===== config.mk =====
export PLATFORM = sky130hd
export DESIGN_NAME = script_sequencer
export DESIGN_NICKNAME = d
export VERILOG_FILES = /design/src/rtl/script_sequencer_pkg.sv /design/src/rtl/script_sequencer_spawn_channel.sv /design/src/rtl/script_sequencer.sv
export SDC_FILE = /design/constraint.sdc
export NUM_CORES = 1
export LEC_CHECK = 0
export CORE_AREA = 2 2 106 108
export CTS_BUF_LIST = sky130_fd_sc_hd__clkbuf_4 sky130_fd_sc_hd__clkbuf_8
export DETAILED_ROUTE_END_ITERATION = 7
export DIE_AREA = 0 0 108 110
export PLACE_DENSITY = 0.55
export SETUP_SLACK_MARGIN = 0.2
export SLEW_MARGIN = 20
export SYNTH_ARGS = -nofsm -noshare
export SYNTH_HDL_FRONTEND = slang
export SYNTH_SLANG_ARGS = --single-unit
export TNS_END_PERCENT = 50

===== constraint.sdc =====
create_clock -name clk -period 4.1 [get_ports clk]
set_input_delay 0.82 -clock clk [delete_from_list [all_inputs] [get_ports clk]]
set_output_delay 0.82 -clock clk [all_outputs]
set_load 0.02 [all_outputs]

===== src/rtl/script_sequencer_pkg.sv =====
// script_sequencer_pkg: scene codes, field sizes and default timing for the script sequencer.
package script_sequencer_pkg;
   localparam int LEVEL_SIZE = 4;
   localparam int STATE_SIZE = 3;
   typedef enum logic [STATE_SIZE-1:0] {
      SCENE_BOOT   = 3'd0,
      SCENE_INTRO  = 3'd1,
      SCENE_BRIEF  = 3'd2,
      SCENE_INGAME = 3'd3,
      SCENE_OUTRO  = 3'd4
   } scene_e;
   localparam int DEF_INGAME_CODE    = 3;
   localparam int DEF_CUTSCENE_TICKS = 50;
   localparam int DEF_BASE_TICKS     = 300;
   localparam int DEF_STEP_TICKS     = 50;
   localparam int DEF_MAX_STEP       = 7;
endpackage


===== src/rtl/script_sequencer_spawn_channel.sv =====
// spawn_channel: periodic request generator with saturating pending count and valid/ready handshake.
module spawn_channel import script_sequencer_pkg::*; #(
   parameter int PERIOD_W = 8,
   parameter int PEND_W   = 3
) (
   input  logic                clk,
   input  logic                rst,
   input  logic                clr,
   input  logic                tick,
   input  logic                armed,
   input  logic                hold,
   input  logic [PERIOD_W-1:0] period,
   input  logic                ready,
   output logic                valid,
   output logic                overflow
);
   logic [PERIOD_W-1:0] phase;
   logic [PEND_W-1:0]   pending;
   logic                step, req, accept;
   assign step   = tick && armed && (period != '0);
   assign req    = step && (phase == period - 1'b1);
   assign valid  = (pending != '0) && !hold;
   assign accept = valid && ready;
   always_ff @(posedge clk or posedge rst)
      if (rst) begin
         phase    <= '0;
         pending  <= '0;
         overflow <= 1'b0;
      end else if (clr) begin
         phase   <= '0;
         pending <= '0;
      end else begin
         // a phase left beyond a shortened period wraps without emitting
         if (step) phase <= (phase >= period - 1'b1) ? '0 : phase + 1'b1;
         if (req && !accept) begin
            pending  <= (&pending) ? pending : pending + 1'b1;
            overflow <= overflow | (&pending);
         end else if (accept && !req) pending <= pending - 1'b1;
      end
endmodule


===== src/rtl/script_sequencer.sv =====
// script_sequencer: tick-driven scene timer plus NUM_CH periodic spawn channels.
// Optional SCRIPT_SEQUENCER_PAUSE_EN adds a pause input that freezes ticks and masks spawn_valid.
module script_sequencer import script_sequencer_pkg::*; #(
   parameter int TIMER_W        = 10,
   parameter int LEVEL_W        = LEVEL_SIZE,
   parameter int STATE_W        = STATE_SIZE,
   parameter int INGAME_CODE    = DEF_INGAME_CODE,
   parameter int NUM_CH         = 2,
   parameter int PERIOD_W       = 8,
   parameter int PEND_W         = 3,
   parameter int CUTSCENE_TICKS = DEF_CUTSCENE_TICKS,
   parameter int BASE_TICKS     = DEF_BASE_TICKS,
   parameter int STEP_TICKS     = DEF_STEP_TICKS,
   parameter int MAX_STEP       = DEF_MAX_STEP
) (
   input  logic                       clk,
   input  logic                       rst,
   input  logic                       tick,
   input  logic                       en,
`ifdef SCRIPT_SEQUENCER_PAUSE_EN
   input  logic                       pause,
`endif
   input  logic [STATE_W-1:0]         cur_state,
   input  logic [LEVEL_W-1:0]         cur_level,
   input  logic [NUM_CH*PERIOD_W-1:0] spawn_period,
   output logic [NUM_CH-1:0]          spawn_valid,
   input  logic [NUM_CH-1:0]          spawn_ready,
   output logic                       script_ended,
   output logic [TIMER_W-1:0]         timer_count,
   output logic [NUM_CH-1:0]          overflow
);
   logic [TIMER_W-1:0] timer, timer_end;
   logic [TIMER_W:0]   end_raw;
   logic [STATE_W-1:0] prev_state;
   logic [LEVEL_W-1:0] pair, step;
   logic               paused, tick_eff, scene_chg, ingame, armed;
`ifdef SCRIPT_SEQUENCER_PAUSE_EN
   assign paused = pause;
`else
   assign paused = 1'b0;
`endif
   assign tick_eff  = tick && !paused;
   assign scene_chg = cur_state != prev_state;
   assign ingame    = cur_state == STATE_W'(INGAME_CODE);
   assign pair      = cur_level >> 1;
   assign step      = (pair > LEVEL_W'(MAX_STEP)) ? LEVEL_W'(MAX_STEP) : pair;
   assign end_raw   = ingame ? (TIMER_W+1)'(BASE_TICKS) + (TIMER_W+1)'(STEP_TICKS) * (TIMER_W+1)'(step)
                             : (TIMER_W+1)'(CUTSCENE_TICKS);
   assign timer_end    = end_raw[TIMER_W] ? '1 : end_raw[TIMER_W-1:0];
   assign script_ended = timer == timer_end;
   assign timer_count  = timer;
   assign armed        = ingame && en && !script_ended;
   always_ff @(posedge clk or posedge rst)
      if (rst) begin
         timer      <= '0;
         prev_state <= '0;
      end else if (scene_chg) begin
         timer      <= '0;
         prev_state <= cur_state;
      end else if (tick_eff && !script_ended) timer <= en ? timer + 1'b1 : '0;
   for (genvar c = 0; c < NUM_CH; c++) begin : g_ch
      spawn_channel #(.PERIOD_W(PERIOD_W), .PEND_W(PEND_W)) u_ch (
         .clk      (clk),
         .rst      (rst),
         .clr      (scene_chg),
         .tick     (tick_eff),
         .armed    (armed),
         .hold     (paused),
         .period   (spawn_period[c*PERIOD_W +: PERIOD_W]),
         .ready    (spawn_ready[c]),
         .valid    (spawn_valid[c]),
         .overflow (overflow[c])
      );
   end
endmodule


==> flow_summary.rst <==
.. list-table::
   :header-rows: 1

   * - Metric
     - Value
   * - Number of cells produced by synthesis
     - 347
   * - Layout Skew
     - 15.3 ps
   * - Overall Power
     - 0.893 mW
   * - Die area
     - 11900 um2
   * - Number of optimization iterations in the first detailed-route pass
     - 4
   * - Input/output buffers
     - 42
   * - IR Drop Worst-Case VDD
     - 0.124 mV
   * - Drt drc
     - 0
   * - Overall global routing resource usage
     - 13.4%
   * - Violation count after the first detailed-routing iteration
     - 95
   * - Share of the yosys chip area belonging to registers
     - 29.4%
   * - Master cell of the clock root buffer
     - clkbuf_8
   * - Synthesized flop and latch total
     - 37
   * - Routed Antenna Nets
     - 0
   * - Vias in the first global route
     - 2780
   * - Combined area of the multi-input logic cells
     - 2190 um2
   * - Worst EP required
     - 4280 ps
   * - Distinct cells, synth
     - 56
   * - Worst rel slew slack
     - 53.3%
   * - Post-Route WL
     - 7.64 mm
   * - Share of flip-flops with an asynchronous set or reset
     - 100%
   * - Routability-driven placement congestion ratio
     - 0.842
   * - Clock sink count
     - 37
   * - Hold WS
     - 473 ps
   * - Post-Route M1 WL
     - 3.60 mm
   * - Layout Cells excl Fill
     - 566
   * - First-pass GRT wire length
     - 13.0 mm
   * - Worst-path clk slew
     - 90 ps
   * - Total count of max-transition violations in the final report
     - 0
   * - Cells on Worst Hold Path
     - 1
   * - Commonest non-fill, non-tap cells in the layout
     - buf_4 (41), clkdlybuf4s50_1 (38), dfrtp_1 (37)
   * - Wire length per cell after detailed routing
     - 13.5 um
   * - Data arrival time of the worst path
     - 4170 ps
   * - EDFF count, synth
     - 0
   * - Run status
     - finished, final reports clean
   * - Max capacitance violation total
     - 0
   * - Minimum period implied by the final worst setup slack
     - 3990 ps
   * - Placed instance count
     - 551
   * - CTS tree
     - done
   * - Syn nets
     - 408
   * - Number of nets in the final layout
     - 486
   * - Maximum number of pins on one net before global-route repair
     - 21
   * - Type of element capturing the critical path
     - flip-flop
   * - Most used flip-flop cell after synthesis
     - dfrtp_1
   * - Antenna diode count
     - 0
   * - Post-Synthesis Mean Instance Area
     - 9.06 um2
   * - Share of cells above drive strength 1
     - 21.6%
   * - Initial antenna violation count
     - 0
   * - Leak
     - 1.91 nW
   * - Period utilization
     - 97.4%
   * - Slack of the worst reg-to-reg path
     - 900 ps
   * - Total via count after detailed routing
     - 2780
   * - Met2 Wirelength
     - 3.72 mm
   * - Clock Path Buffers
     - 2
   * - Number of cell rows
     - 38
   * - Horizontal die dimension
     - 108 um
   * - Synth warn
     - 0
   * - Path type of the worst min-delay path
     - reg2reg
   * - Launch point of the worst reg-to-reg path
     - timer_count[4]$_DFFE_PP0P_
   * - RSZ-0062 raised after global routing
     - yes
   * - Peak fanout along the critical path
     - 4
   * - Area Overhead vs Synth
     - 35.1%
   * - Top metal layer carrying routed signals
     - met4
   * - Pin slew with the least headroom to its limit
     - 699 ps
   * - Hold Vio Cnt, Final
     - 0
   * - Final global-route overflow total
     - 0
   * - Total power divided by cell area
     - 210 nW/um2
   * - Highest attainable clock frequency
     - 0.250 GHz
   * - Clock Latency Late Sink
     - 300 ps
   * - Total half-perimeter wirelength after legalization and detailed placement
     - 5.78 mm
   * - Category of the most critical setup path
     - in2reg
   * - Most common cell after layout, fill and taps aside
     - buf_4
   * - Critical Path Source Type
     - primary input
   * - Core region area
     - 10700 um2
   * - Level count of the clock H-tree
     - 2
   * - FF-to-FF path depth
     - 14
   * - Number of vias per cell after detailed routing
     - 4.91
   * - Hold_sp
     - g_ch[1].u_ch.overflow$_DFFE_PP0P_
   * - Die Height
     - 110 um
   * - Worst reg2reg path endpoint
     - g_ch[0].u_ch.pending[2]$_DFFE_PP0P_
   * - Clock buffers created by TritonCTS
     - 5
   * - Worst hold endpoint
     - g_ch[1].u_ch.overflow$_DFFE_PP0P_
   * - Sequential cell area in the final layout
     - 926 um2
   * - Syn Std Cell Area
     - 3150 um2
   * - Starting density of the core
     - 29.4%
   * - Number of top-level pins
     - 44
   * - # setup viols final
     - 0
   * - Routed wire length on met3
     - 226 um
   * - Fillers
     - 1067
through the flow:
step           setup slack, ps  utilization (%)  TNS (ps)  instance area, um2
6_report                   106             39.7         0                4250
5_1_grt                  -58.4             39.7     -58.4                4250
4_1_cts                   96.9             38.8         0                4150
3_5_place_dp              -795             37.2     -8900                3980
2_1_floorplan            -5.60                -     -5.60                3200
3_3_place_gp              -781             37.2     -7980                3980
critical path, stage by stage:
cell and delay (ps):
buf_8 100, ha_4 150, a21o_1 190, ha_4 180, ha_4 270, a21boi_4 170, mux2i_1 230, xnor2_1 80
or4_4 550, buf_6 140, o21ai_4 240, nor4_4 70, ha_2 200, fa_2 330, xor2_1 140, nand2_1 90
xor2_1 150, nor2_1 60
registers in the layout, summed over array words and instances, names as in the netlist:
name,flops
g_ch.u_ch.pending,6
g_ch.u_ch.phase,16
g_ch.u_ch.overflow,2
prev_state,3
timer_count,10
repair_timing:
action,4_1_cts,5_1_grt
endpoints found under the setup margin,29,21
pin swaps,15,7
hold buffers,0,0
hold endpoints to repair,0,0
gates resized for setup,25,13
buffers inserted,4,3
per-layer routing:
layer | track usage (%) | up-vias
met5 | 0 | -
met4 | 3.39 | 0
met3 | 2.53 | 10
met2 | 23.6 | 36
met1 | 17.1 | 1332
li1 | - | 1402
kinds of logic after synthesis:
logic type	after synthesis	share of synthesized area, %
buf+inv	35	5.25
fa+ha+maj	32	13.2
compound gates	70	17.1
mux	8	2.67
flops	37	29.4
xor+xnor	28	7.80
simple gates	137	24.5
cell type report:
cell class | instances | share of cell area, %
Clock buffer | 6 | 1.94
Clock inverter | 2 | 0.883
Inverter | 21 | 1.85
Multi-Input combinational cell | 275 | 51.5
Sequential cell | 37 | 21.8
Tap cell | 140 | 4.12
Timing Repair Buffer | 85 | 17.9
worst max-delay path by stage:
stage                      start                                   to  cells after the start
floorplan           cur_level[2]  g_ch[0].u_ch.pending[2]$_DFFE_PP0P_                     18
global placement    cur_level[2]                         script_ended                     12
detailed placement  cur_level[3]                         script_ended                     12
CTS                 cur_level[3]                         script_ended                     12
global route        cur_level[2]  g_ch[0].u_ch.pending[2]$_DFFE_PP0P_                     18
finish              cur_level[2]  g_ch[0].u_ch.pending[2]$_DFFE_PP0P_                     18
synth_stat cells, types with 9 or more instances:
cell | n | area (um2)
dfrtp_1 | 37 | 926
ha_1 | 30 | 375
nor2_1 | 30 | 113
inv_1 | 21 | 78.8
xnor2_1 | 19 | 166
nand3_1 | 17 | 85.1
a21oi_1 | 15 | 75.1
nand2_1 | 14 | 52.6
and3_1 | 13 | 81.3
o21ai_0 | 11 | 55.1
nor2b_1 | 10 | 62.6
xor2_1 | 9 | 78.8
power by group:
group / switching (mW) / internal [mW] / total, mW
combinational: 0.0916 / 0.0974 / 0.189
clock: 0.138 / 0.198 / 0.336
sequential: 0.00131 / 0.367 / 0.368
total: 0.231 / 0.662 / 0.893
(Power assumes the default switching activity.)
